**src/rtl/y86_pkg.sv**
```systemverilog
// Shared Y86 encodings used by the pipeline control logic.
package y86_pkg;

    localparam logic [3:0] I_JXX    = 4'h7;
    localparam logic [3:0] I_OPQ    = 4'h6;
    localparam logic [3:0] I_MRMOVQ = 4'h5;
    localparam logic [3:0] I_RET    = 4'h9;
    localparam logic [3:0] I_POPQ   = 4'hB;
    localparam logic [3:0] RNONE    = 4'hF;

    typedef enum logic [1:0] {
        AOK = 2'd0,
        HLT = 2'd1,
        ADR = 2'd2,
        INS = 2'd3
    } stat_e;

    typedef enum logic [1:0] {
        S_IDLE   = 2'd0,
        S_RUN    = 2'd1,
        S_HALTED = 2'd2,
        S_FAULT  = 2'd3
    } run_state_e;

endpackage

```
**src/rtl/pipe_hazard_detect.sv**
```systemverilog
// Combinational hazard detection and RUN-mode pipeline register controls.
module pipe_hazard_detect
    import y86_pkg::*;
(
    input  logic [3:0] D_icode,
    input  logic [3:0] d_srcA,
    input  logic [3:0] d_srcB,
    input  logic [3:0] E_icode,
    input  logic [3:0] E_dstM,
    input  logic       e_Cnd,
    input  logic [3:0] M_icode,
    input  logic [1:0] m_stat,
    input  logic [1:0] W_stat,
    output logic       loaduse,
    output logic       mispred,
    output logic       F_stall,
    output logic       D_stall,
    output logic       D_bubble,
    output logic       E_bubble,
    output logic       M_bubble,
    output logic       W_stall,
    output logic       set_cc
);

    logic retpend;
    logic exc;

    always_comb begin
        loaduse = (E_icode == I_MRMOVQ || E_icode == I_POPQ) && (E_dstM != RNONE) &&
                  (E_dstM == d_srcA || E_dstM == d_srcB);
        retpend = (D_icode == I_RET) || (E_icode == I_RET) || (M_icode == I_RET);
        mispred = (E_icode == I_JXX) && !e_Cnd;
        exc     = (m_stat != AOK) || (W_stat != AOK);

        F_stall  = loaduse | retpend;
        D_stall  = loaduse;
        // A load-use stall holds the ret in decode, so the ret bubble waits a cycle.
        D_bubble = mispred | (retpend & !loaduse);
        E_bubble = mispred | loaduse;
        M_bubble = exc;
        W_stall  = (W_stat != AOK);
        set_cc   = (E_icode == I_OPQ) && (m_stat == AOK) && (W_stat == AOK);
    end

endmodule

```
**src/rtl/pipe_control.sv**
```systemverilog
// Pipeline control: run/halt FSM, status latch, event counters, control muxing.
module pipe_control
    import y86_pkg::*;
(
    input  logic        clk,
    input  logic        rst,
    input  logic        start,
    input  logic [3:0]  D_icode,
    input  logic [3:0]  d_srcA,
    input  logic [3:0]  d_srcB,
    input  logic [3:0]  E_icode,
    input  logic [3:0]  E_dstM,
    input  logic        e_Cnd,
    input  logic [3:0]  M_icode,
    input  logic [1:0]  m_stat,
    input  logic [1:0]  W_stat,
    output logic        F_stall,
    output logic        D_stall,
    output logic        D_bubble,
    output logic        E_bubble,
    output logic        M_bubble,
    output logic        W_stall,
    output logic        set_cc,
    output logic [1:0]  run_state,
    output logic [1:0]  cpu_stat,
    output logic [31:0] cycle_count,
    output logic [15:0] stall_count,
    output logic [15:0] mispred_count
);

    run_state_e state, state_nxt;
    logic loaduse, mispred;
    logic r_fs, r_ds, r_db, r_eb, r_mb, r_ws, r_cc;
    logic run_exit;

    pipe_hazard_detect u_hazard (
        .D_icode(D_icode), .d_srcA(d_srcA), .d_srcB(d_srcB),
        .E_icode(E_icode), .E_dstM(E_dstM), .e_Cnd(e_Cnd),
        .M_icode(M_icode), .m_stat(m_stat), .W_stat(W_stat),
        .loaduse(loaduse), .mispred(mispred),
        .F_stall(r_fs), .D_stall(r_ds), .D_bubble(r_db), .E_bubble(r_eb),
        .M_bubble(r_mb), .W_stall(r_ws), .set_cc(r_cc)
    );

    assign run_exit  = (state == S_RUN) && (W_stat != AOK);
    assign run_state = state;

    always_ff @(posedge clk or posedge rst) begin
        if (rst) state <= S_IDLE;
        else     state <= state_nxt;
    end

    always_comb begin
        state_nxt = state;
        {F_stall, D_stall, D_bubble, E_bubble, M_bubble, W_stall, set_cc} = 7'b1011100;
        case (state)
            S_IDLE: if (start) state_nxt = S_RUN;
            S_RUN: begin
                {F_stall, D_stall, D_bubble, E_bubble, M_bubble, W_stall, set_cc} =
                    {r_fs, r_ds, r_db, r_eb, r_mb, r_ws, r_cc};
                if (W_stat == HLT)                         state_nxt = S_HALTED;
                else if (W_stat == ADR || W_stat == INS)   state_nxt = S_FAULT;
            end
            default: begin
                {F_stall, D_stall, D_bubble, E_bubble, M_bubble, W_stall, set_cc} = 7'b1101110;
                if (start) state_nxt = S_IDLE;
            end
        endcase
        // While reset is held the pipeline sits flushed regardless of state.
        if (rst) {F_stall, D_stall, D_bubble, E_bubble, M_bubble, W_stall, set_cc} = 7'b1011100;
    end

    always_ff @(posedge clk or posedge rst) begin
        if (rst) begin
            cpu_stat      <= AOK;
            cycle_count   <= '0;
            stall_count   <= '0;
            mispred_count <= '0;
        end else begin
            if (run_exit)
                cpu_stat <= W_stat;
            else if (state_nxt == S_IDLE && state != S_IDLE)
                cpu_stat <= AOK;

            if (state == S_IDLE && start) begin
                cycle_count   <= '0;
                stall_count   <= '0;
                mispred_count <= '0;
            end else if (state == S_RUN) begin
                cycle_count <= cycle_count + 32'd1;
                // Event counters freeze on the exit cycle; the cycle counter does not.
                if (!run_exit) begin
                    if (loaduse && stall_count != 16'hFFFF)   stall_count   <= stall_count + 16'd1;
                    if (mispred && mispred_count != 16'hFFFF) mispred_count <= mispred_count + 16'd1;
                end
            end
        end
    end

endmodule

```
**config.mk**
```make
export PLATFORM = sky130hd
export DESIGN_NAME = pipe_control
export DESIGN_NICKNAME = d
export VERILOG_FILES = /design/src/rtl/y86_pkg.sv /design/src/rtl/pipe_hazard_detect.sv /design/src/rtl/pipe_control.sv
export SDC_FILE = /design/constraint.sdc
export NUM_CORES = 1
export LEC_CHECK = 0
export CAP_MARGIN = 10
export CORE_MARGIN = 4
export CORE_UTILIZATION = 34
export DETAILED_ROUTE_END_ITERATION = 8
export GPL_TIMING_DRIVEN = 0
export MAX_ROUTING_LAYER = met4
export PLACE_DENSITY_LB_ADDON = 0.12
export REMOVE_ABC_BUFFERS = 1
export SLEW_MARGIN = 20
export SYNTH_ARGS = -nofsm -noshare
export SYNTH_HDL_FRONTEND = slang
export SYNTH_SLANG_ARGS = --single-unit
```
**constraint.sdc**
```tcl
create_clock -name clk -period 4.2 [get_ports clk]
set_clock_uncertainty 0.15 [all_clocks]
set_input_delay 0.84 -clock clk [delete_from_list [all_inputs] [get_ports clk]]
set_output_delay 0.84 -clock clk [all_outputs]
set_load 0.03 [all_outputs]
```
### Yosys cells after proc, flatten, opt, wreduce, memory -nomap -nowiden

Index checks and enable logic that the tools add are counted.

| operators by class | value |
|---|---|
| add/sub/neg operators | 3 |
| eq/ne operators | 17 |
| mux-type cells | 31 |
| bitwise gates (word level) | 4 |
| reduce and logical (&&, ||, !) cells | 31 |

Operator list:

| kind | count |
|---|---|
| 16-bit 2-to-1 mux | 8 |
| 32-bit 2-to-1 mux | 2 |
| 16-bit by 1-bit adder with 16-bit output, second input constant | 2 |
| 32-bit by 1-bit adder with 32-bit output, second input constant | 1 |
| 16-bit != test, second input constant | 2 |
| 4-bit equality test, second input constant | 4 |
| 2-bit nonzero test | 7 |
| 4-bit by 3-bit equality test with 1-bit output, second input constant | 3 |
| 2-bit 2-to-1 mux | 6 |
| 1-bit 2-to-1 mux | 11 |
| 1-bit logical AND | 10 |
| 4-bit equality test | 2 |
| 2-bit logical NOT | 4 |
| 1-bit logical OR | 6 |
| 1-bit case mux with 2 select lines | 3 |
| 3-bit AND reduction | 2 |
| 2-bit by 1-bit equality test with 1-bit output, second input constant | 2 |
| 2-bit equality test, second input constant | 2 |
| 4-bit != test, second input constant | 1 |
| 2-bit case mux with 2 select lines | 1 |
| 1-bit bitwise OR | 3 |
| 1-bit logical NOT | 2 |
| 2-bit by 1-bit != test with 1-bit output, second input constant | 1 |
| 1-bit bitwise AND | 1 |

| storage, ports and cells | value |
|---|---|
| bits in registers | 68 |
| input port bits | 32 |
| output and inout bits | 75 |
| word-level logic and storage cells | 91 |

### Depth between registers and ports, before layout

Gate-level depths: netlist of run 1.

| depth | value |
|---|---|
| depth in word-level cells | 9 |
| gate-level depth with buffers | 8 |
| mapped depth without buffers | 6 |

### Modules after synthesis

From an unflattened synthesis of run 1, not the netlist that was laid out.

| unflattened totals | value |
|---|---|
| cell total of the unflattened synthesis | 446 |
| area total of the unflattened synthesis | 4,043.9 um^2 |

Modules (own cells, without submodules):

| module | instances | cells an instance | area each (um^2) | seq. area each (um^2) |
|---|---|---|---|---|
| pipe_control | 1 | 416 | 3,822.4 | 1,701.6 |
| pipe_hazard_detect | 1 | 30 | 221.5 | 0.0 |

### Worst setup path before layout of run 1

Ideal clock, no wire load.

| path | value |
|---|---|
| path kind | in2out |
| from | input rst |
| to | output D_bubble |
| arrival | 3.152 ns |
| required time | 3.210 ns |
| slack | 0.058 ns |
| stages | 2 |
| path buffers | 0 |
| cells stage by stage | inv_1 -> o21ai_0 |

| between the ends | value |
|---|---|
| cells in the longest elaborated chain, start to end | 1 |

RTL lines:

| element | RTL line | RTL |
|---|---|---|
| from (decl) | pipe_control.sv:6 | `input logic rst,` |
| 1-bit 2-to-1 mux | pipe_control.sv:70 | `if (rst) {F_stall, D_stall, D_bubble, E_bubble, M_bubble, W_stall, set_cc} = 7'b1011100;` |
| to (decl) | pipe_control.sv:19 | `output logic D_bubble,` |

No other way between the ends.

### Worst setup path after layout of run 1

| path | value |
|---|---|
| from | input W_stat[1] |
| to | output M_bubble |

| between the ends | value |
|---|---|
| cells in the longest elaborated chain, start to end | 4 |

RTL lines:

| element | RTL line | RTL |
|---|---|---|
| from (decl) | pipe_control.sv:16 | `input logic [1:0] W_stat,` |
| 2-bit nonzero test | pipe_hazard_detect.sv:33 | `exc = (m_stat != AOK) \|\| (W_stat != AOK);` |
| 1-bit logical OR | pipe_hazard_detect.sv:33 |  |
| 1-bit 2-to-1 mux | pipe_control.sv:56 | `case (state)` |
| 1-bit 2-to-1 mux | pipe_control.sv:70 |  |
| to (decl) | pipe_control.sv:21 | `output logic M_bubble,` |

No other way between the ends.

==> results.py, run 1 <==
metrics = {
    "run_status": {
        "status": "finished clean",
    },
    "flow_run": {
        "cap_violations": 0,
    },
    "synthesis": {
        "synthTopCellsByArea": "dfrtp_1, nand2_1, mux2i_1, o21ai_0, nand3_1",
        "async_flop_share_pct": 100,
        "netlist.top_cell.by_area": "dfrtp_1",
        "syn-instance-count": 409,
        "synth_seq_area_share_pct": 45.0,
        "synth_adder_area_share_pct": 0.993,
        "synth_top_area_share_pct": 45.0,
        "ys_types": 52,
        "synthTopCellsByCount": "dfrtp_1, nand2_1, o21ai_0",
        "ys.flop_type": "dfrtp_1",
        "avgSynthCellArea_um2": 9.24,
        "synth_edf_count": 0,
        "synth_compound_area_share_pct": 11.1,
        "synth_most_common_cell": "dfrtp_1",
        "synth-simple-area-share_pct": 30.9,
        "ys_ff_latch": 68,
        "yosys_warnings": 0,
        "synth_top_family_by_area": "simple AND/OR/NAND/NOR gates",
        "netlist_area_um2": 3780,
        "synth_xor_area_share_pct": 4.40,
        "synth_mux_area_share_pct": 5.03,
    },
    "placement": {
        "postPlaceCellArea_um2": 5060,
        "hpwl_mm": 7.66,
        "place_ws_ns": -0.158,
        "port_buffers": 106,
        "dp.cells": 649,
        "gp_congestion": 0.868,
    },
    "critical_path": {
        "cp_max_fo": 7,
        "crit_arrival_ns": 3.14,
        "path_buf_inv": 2,
        "critPathLaunchType": "input port",
        "cp.required_ns": 3.21,
        "reg2reg_depth": 5,
        "r2r_slack_ns": 1.37,
        "worst_setup_path_end_kind": "output port",
        "criticalPathCategory": "input port to output port",
        "cpMaxStageDelayCell": "clkdlybuf4s50_1",
        "r2r-end": "stall_count[15]",
        "r2r_start": "run_state[0]",
        "critPathMaxStageDelay_ns": 0.62,
        "cp_cell_sequence": "clkdlybuf4s50_1 > or4b_1 > or4_2 > clkdlybuf4s50_1",
        "crit_top_cell": "clkdlybuf4s50_1",
        "cpLargestDelayFamily": "simple AND/OR/NAND/NOR gates",
    },
    "global_routing": {
        "globalRouteOverflowTotal": 0,
        "grt_pass1_wl_mm": 17.7,
        "grt_pass1_vias": 3538,
        "grt_max_degree": 37,
        "grtUsageTotal_pct": 17.4,
        "antenna_found_initial": 0,
    },
    "clock_tree": {
        "post_cts_buffers": 0,
        "numClockSinks": 68,
        "htree_levels": 3,
        "clock-root-buffer": "clkbuf_8",
        "clkTransAtPathRegs_ns": 0.07,
        "clk_latency_ns": 0.34,
        "cts_buffer_depth": 2,
        "cts-buffers-inserted": 9,
        "tritoncts": "built",
        "cts_hold_buf": 0,
    },
    "timing": {
        "slew_headroom_pct": 40.8,
        "fmax_mhz": 242,
        "worst_hold_slack_ns": 0.345,
        "fin_crit_sh_pct": 98.3,
        "tns_ns": 0,
        "hold_viol": 0,
        "period_needed_ns": 4.13,
        "worst-slew-pin-transition_ns": 0.880,
        "rsz0062_at_grt": "no",
        "setup_viol": 0,
        "maxSlewViolCount": 0,
        "fin_ws_ns": 0.0731,
    },
    "floorplan": {
        "num_rows": 38,
        "coreArea_um2": 10800,
        "fp.dieW_um": 113,
        "die_y_um": 113,
        "start_util_pct": 34.9,
        "die_area_um2": 12900,
        "ios": 107,
    },
    "routing": {
        "drt_iter0_markers": 140,
        "drcViolationCount": 0,
        "avgViaCountPerCell": 5.35,
        "wirelength_mm": 10.4,
        "routed_wire_length_per_instance_um": 15.7,
        "num_vias": 3555,
        "first_pass_iters": 4,
        "antenna_left": 0,
    },
    "cells_and_area": {
        "diodes": 0,
        "nets": 555,
        "drive_gt1_share_pct": 8.40,
        "postLayoutCoreUtil_pct": 49.0,
        "fin_cells": 664,
        "fin_area_um2": 5310,
        "area_delta_synth_final_pct": 40.6,
    },
    "power_and_ir_drop": {
        "peakVddDrop_uv": 170,
        "power_density_nw_per_um2": 357,
        "power_mw": 1.90,
        "leakage_nw": 2.10,
    },
    "worst_hold_path": {
        "min_to": "cycle_count[31]",
        "min_path_type": "register to register",
        "hold_depth": 1,
        "hp-start": "cycle_count[31]",
    },
}
[repair_timing]
item | in CTS | in global routing
hold endpoints to repair | 0 | 0
resized for setup | 3 | 4
endpoints found under the setup margin | 5 | 4
[report_power, final]
part           internal (mW)  switching, mW  total (mW)
logic                  0.209          0.310       0.519
clock network          0.363          0.254       0.616
registers              0.694         0.0675       0.762
[state kept, by name, summed over array words and instances, names as in the netlist]
name and flops:
run_state 2, stall_count 16, cpu_stat 2, cycle_count 32, mispred_count 16
[worst reg2reg max path, cell delays in order (launching register included)]
cell and delay, ns:
dfrtp_1 0.60, nand2b_1 0.30, nor3_1 0.46, o2111ai_2 0.52
nor4_1 0.51, mux2i_1 0.22
[area by class of cell]
class | instances | area (um^2)
Clock buffer | 11 | 151
Timing Repair Buffer | 113 | 1150
Clock inverter | 4 | 72.6
Inverter | 10 | 40.0
Fill cell | 1032 | 5530
Multi-Input combinational cell | 318 | 2030
Sequential cell | 68 | 1700
Tap cell | 140 | 175
[placed cells by master (no fill, tap or decap), drive strengths merged, types with 7 or more instances in the layout]
cell             n
o21ai           33
nor2            22
nor3            15
o211ai           7
nand4           19
clkdlybuf4s50  103
dfrtp           68
buf              7
or3             10
xnor2           11
mux2i           19
nor4            10
xor2             8
nand3           32
clkbuf          11
inv             10
nand2           53
a21oi           14
[worst max-delay path by stage]
stage,startpoint,to,cells past startpoint
floorplan,rst,D_bubble,2
global placement,rst,D_bubble,4
detailed placement,W_stat[1],set_cc,5
CTS,E_dstM[3],D_stall,7
global route,E_dstM[3],F_stall,7
finish,W_stat[1],M_bubble,4
[metal layers]
| layer | share of wire [%] | vias up | GRT usage, % |
|---|---|---|---|
| met5 | 0 | - | - |
| met3 | 4.5 | 11 | 3.08 |
| met2 | 48 | 84 | 28.0 |
| met4 | 1.1 | 0 | 6.17 |
| li1 | - | 1737 | - |
| met1 | 46 | 1723 | 22.1 |
[kinds of logic (layout without fill, tap and decap cells)]
kind of cell             after synthesis  count (layout)
buffers and inverters                 23             138
XOR/XNOR                              19              19
multiplexers                          19              19
flip-flops                            68              68
AO/OA/AOI/OAI                         70              70
AND/OR/NAND/NOR                      207             207
adder cells (fa/ha/maj)                3               3
Note: power is estimated with default switching activity, not from simulation.
==> run 2: changes to the inputs <==
--- a/config.mk
+++ b/config.mk
@@ -7,7 +7,7 @@
 export LEC_CHECK = 0
 export CAP_MARGIN = 10
 export CORE_MARGIN = 4
-export CORE_UTILIZATION = 34
+export CORE_UTILIZATION = 40
 export DETAILED_ROUTE_END_ITERATION = 8
 export GPL_TIMING_DRIVEN = 0
 export MAX_ROUTING_LAYER = met4
==> results.py, run 2 (synthesis results as in run 1) <==
metrics = {
    "run_status": {
        "status": "finished clean",
    },
    "clock_tree": {
        "clkTransAtPathRegs_ns": 0.07,
        "cts_buffer_depth": 2,
        "cts-buffers-inserted": 9,
        "htree_levels": 3,
        "clk_latency_ns": 0.34,
        "tritoncts": "built",
        "clock-root-buffer": "clkbuf_8",
        "numClockSinks": 68,
        "cts_hold_buf": 0,
    },
    "cells_and_area": {
        "reg.largest.list": "cycle_count: 32 flops, mispred_count: 16 flops, stall_count: 16 flops",
        "diodes": 0,
        "final_cell_mix": "clkdlybuf4s50_1, dfrtp_1, nand2_1, o21ai_0, nand3_1",
        "postLayoutCoreUtil_pct": 56.6,
        "fin_cells": 652,
        "regMostFlops": "cycle_count",
        "area_delta_synth_final_pct": 38.4,
        "fin_area_um2": 5230,
        "largest_register_ffs": 32,
        "drive_gt1_share_pct": 8.03,
        "mostFrequentLayoutCell": "clkdlybuf4s50_1",
        "nets": 555,
    },
    "floorplan": {
        "die_area_um2": 11100,
        "ios": 107,
        "start_util_pct": 40.9,
        "num_rows": 35,
        "die_y_um": 105,
        "fp.dieW_um": 105,
        "coreArea_um2": 9240,
    },
    "placement": {
        "port_buffers": 106,
        "place_ws_ns": -0.194,
        "dp.cells": 638,
        "hpwl_mm": 7.52,
        "postPlaceCellArea_um2": 5040,
        "gp_congestion": 0.771,
    },
    "global_routing": {
        "grt_max_degree": 54,
        "globalRouteOverflowTotal": 0,
        "use_met3_pct": 3.98,
        "grt.busiest_layer": "met2",
        "grt_pass1_vias": 3502,
        "met2_usage_pct": 30.0,
        "grt_pass1_wl_mm": 17.5,
        "gr-usage-met1_pct": 26.7,
        "grtUsageTotal_pct": 19.7,
        "antenna_found_initial": 0,
    },
    "timing": {
        "fin_ws_ns": 0.0954,
        "setup_viol": 0,
        "hold_viol": 0,
        "rsz0062_at_grt": "no",
        "fin_crit_sh_pct": 97.7,
        "maxSlewViolCount": 0,
        "fmax_mhz": 244,
        "slew_headroom_pct": 46.2,
        "period_needed_ns": 4.10,
        "worst_hold_slack_ns": 0.330,
        "worst-slew-pin-transition_ns": 0.800,
        "tns_ns": 0,
    },
    "power_and_ir_drop": {
        "power_mw": 1.75,
        "clkPwrFrac_pct": 26.5,
        "switchingPower_mw": 0.618,
        "p_seq_share_pct": 43.6,
        "power_density_nw_per_um2": 334,
        "power_frac_comb_pct": 29.9,
        "peakVddDrop_uv": 179,
        "leakage_nw": 2.05,
        "swShare_pct": 35.4,
        "p_int_mw": 1.13,
    },
    "critical_path": {
        "r2r-end": "stall_count[15]",
        "cp_max_fo": 7,
        "crit_arrival_ns": 3.11,
        "r2r_slack_ns": 1.35,
        "r2r_start": "run_state[0]",
        "criticalPathCategory": "input port to output port",
        "critPathLaunchType": "input port",
        "worst_setup_path_end_kind": "output port",
        "cp.required_ns": 3.21,
        "reg2reg_depth": 5,
    },
    "worst_hold_path": {
        "min_path_type": "register to register",
        "hp-start": "cycle_count[31]",
        "min_to": "cycle_count[31]",
        "hold_depth": 1,
    },
    "routing": {
        "num_vias": 3552,
        "routed_wire_length_per_instance_um": 15.5,
        "drcViolationCount": 0,
        "antenna_left": 0,
        "avgViaCountPerCell": 5.45,
        "first_pass_iters": 4,
        "drt_iter0_markers": 116,
        "wirelength_mm": 10.1,
    },
    "flow_run": {
        "cap_violations": 0,
    },
}
-- run 2: power by group through the flow --
| stage | Combinational (mW) | Sequential [mW] | Clock (mW) |
|---|---|---|---|
| after floorplan | 0.207 | 0.835 | 0 |
| final | 0.522 | 0.761 | 0.462 |
| after global routing | 0.571 | 0.771 | 0.506 |
| after global placement | 0.485 | 0.769 | 0 |
| after CTS | 0.526 | 0.760 | 0.481 |
| after detailed placement | 0.524 | 0.772 | 0 |
-- run 2: layout make-up --
cell class / count / area [um^2]
Multi-Input combinational cell: 318 / 2030
Timing Repair Buffer: 113 / 1140
Sequential cell: 68 / 1700
Inverter: 10 / 40.0
Fill cell: 834 / 4010
Clock inverter: 3 / 15.0
Clock buffer: 11 / 141
Tap cell: 129 / 161
-- run 2: layer usage --
metal	share of wire [%]	routed length [um]	up-vias
li1	-	-	1736
met1	47	4730	1696
met2	47	4710	107
met3	5.4	546	13
met4	1.2	125	0
met5	0	0	-
-- run 2: worst max path at each step --
stage,start,to,slack [ns]
detailed placement,W_stat[1],set_cc,-0.19
floorplan,rst,D_bubble,0.06
finish,W_stat[1],set_cc,0.1
CTS,E_dstM[3],D_stall,0.04
global route,E_icode[3],D_bubble,0.04
global placement,rst,D_bubble,-1.23
-- run 2: what timing repair did --
item                       in CTS  in global routing
setup endpoints to repair       5                  5
gates resized for setup         3                  3
setup buffers                   0                  0
-- run 2: worst max-delay path, cell delays in order --
cell and delay [ns]:
clkdlybuf4s50_1 0.54, or4b_1 0.60, or4_2 0.57, nor3_1 0.14
dlygate4sd2_1 0.42
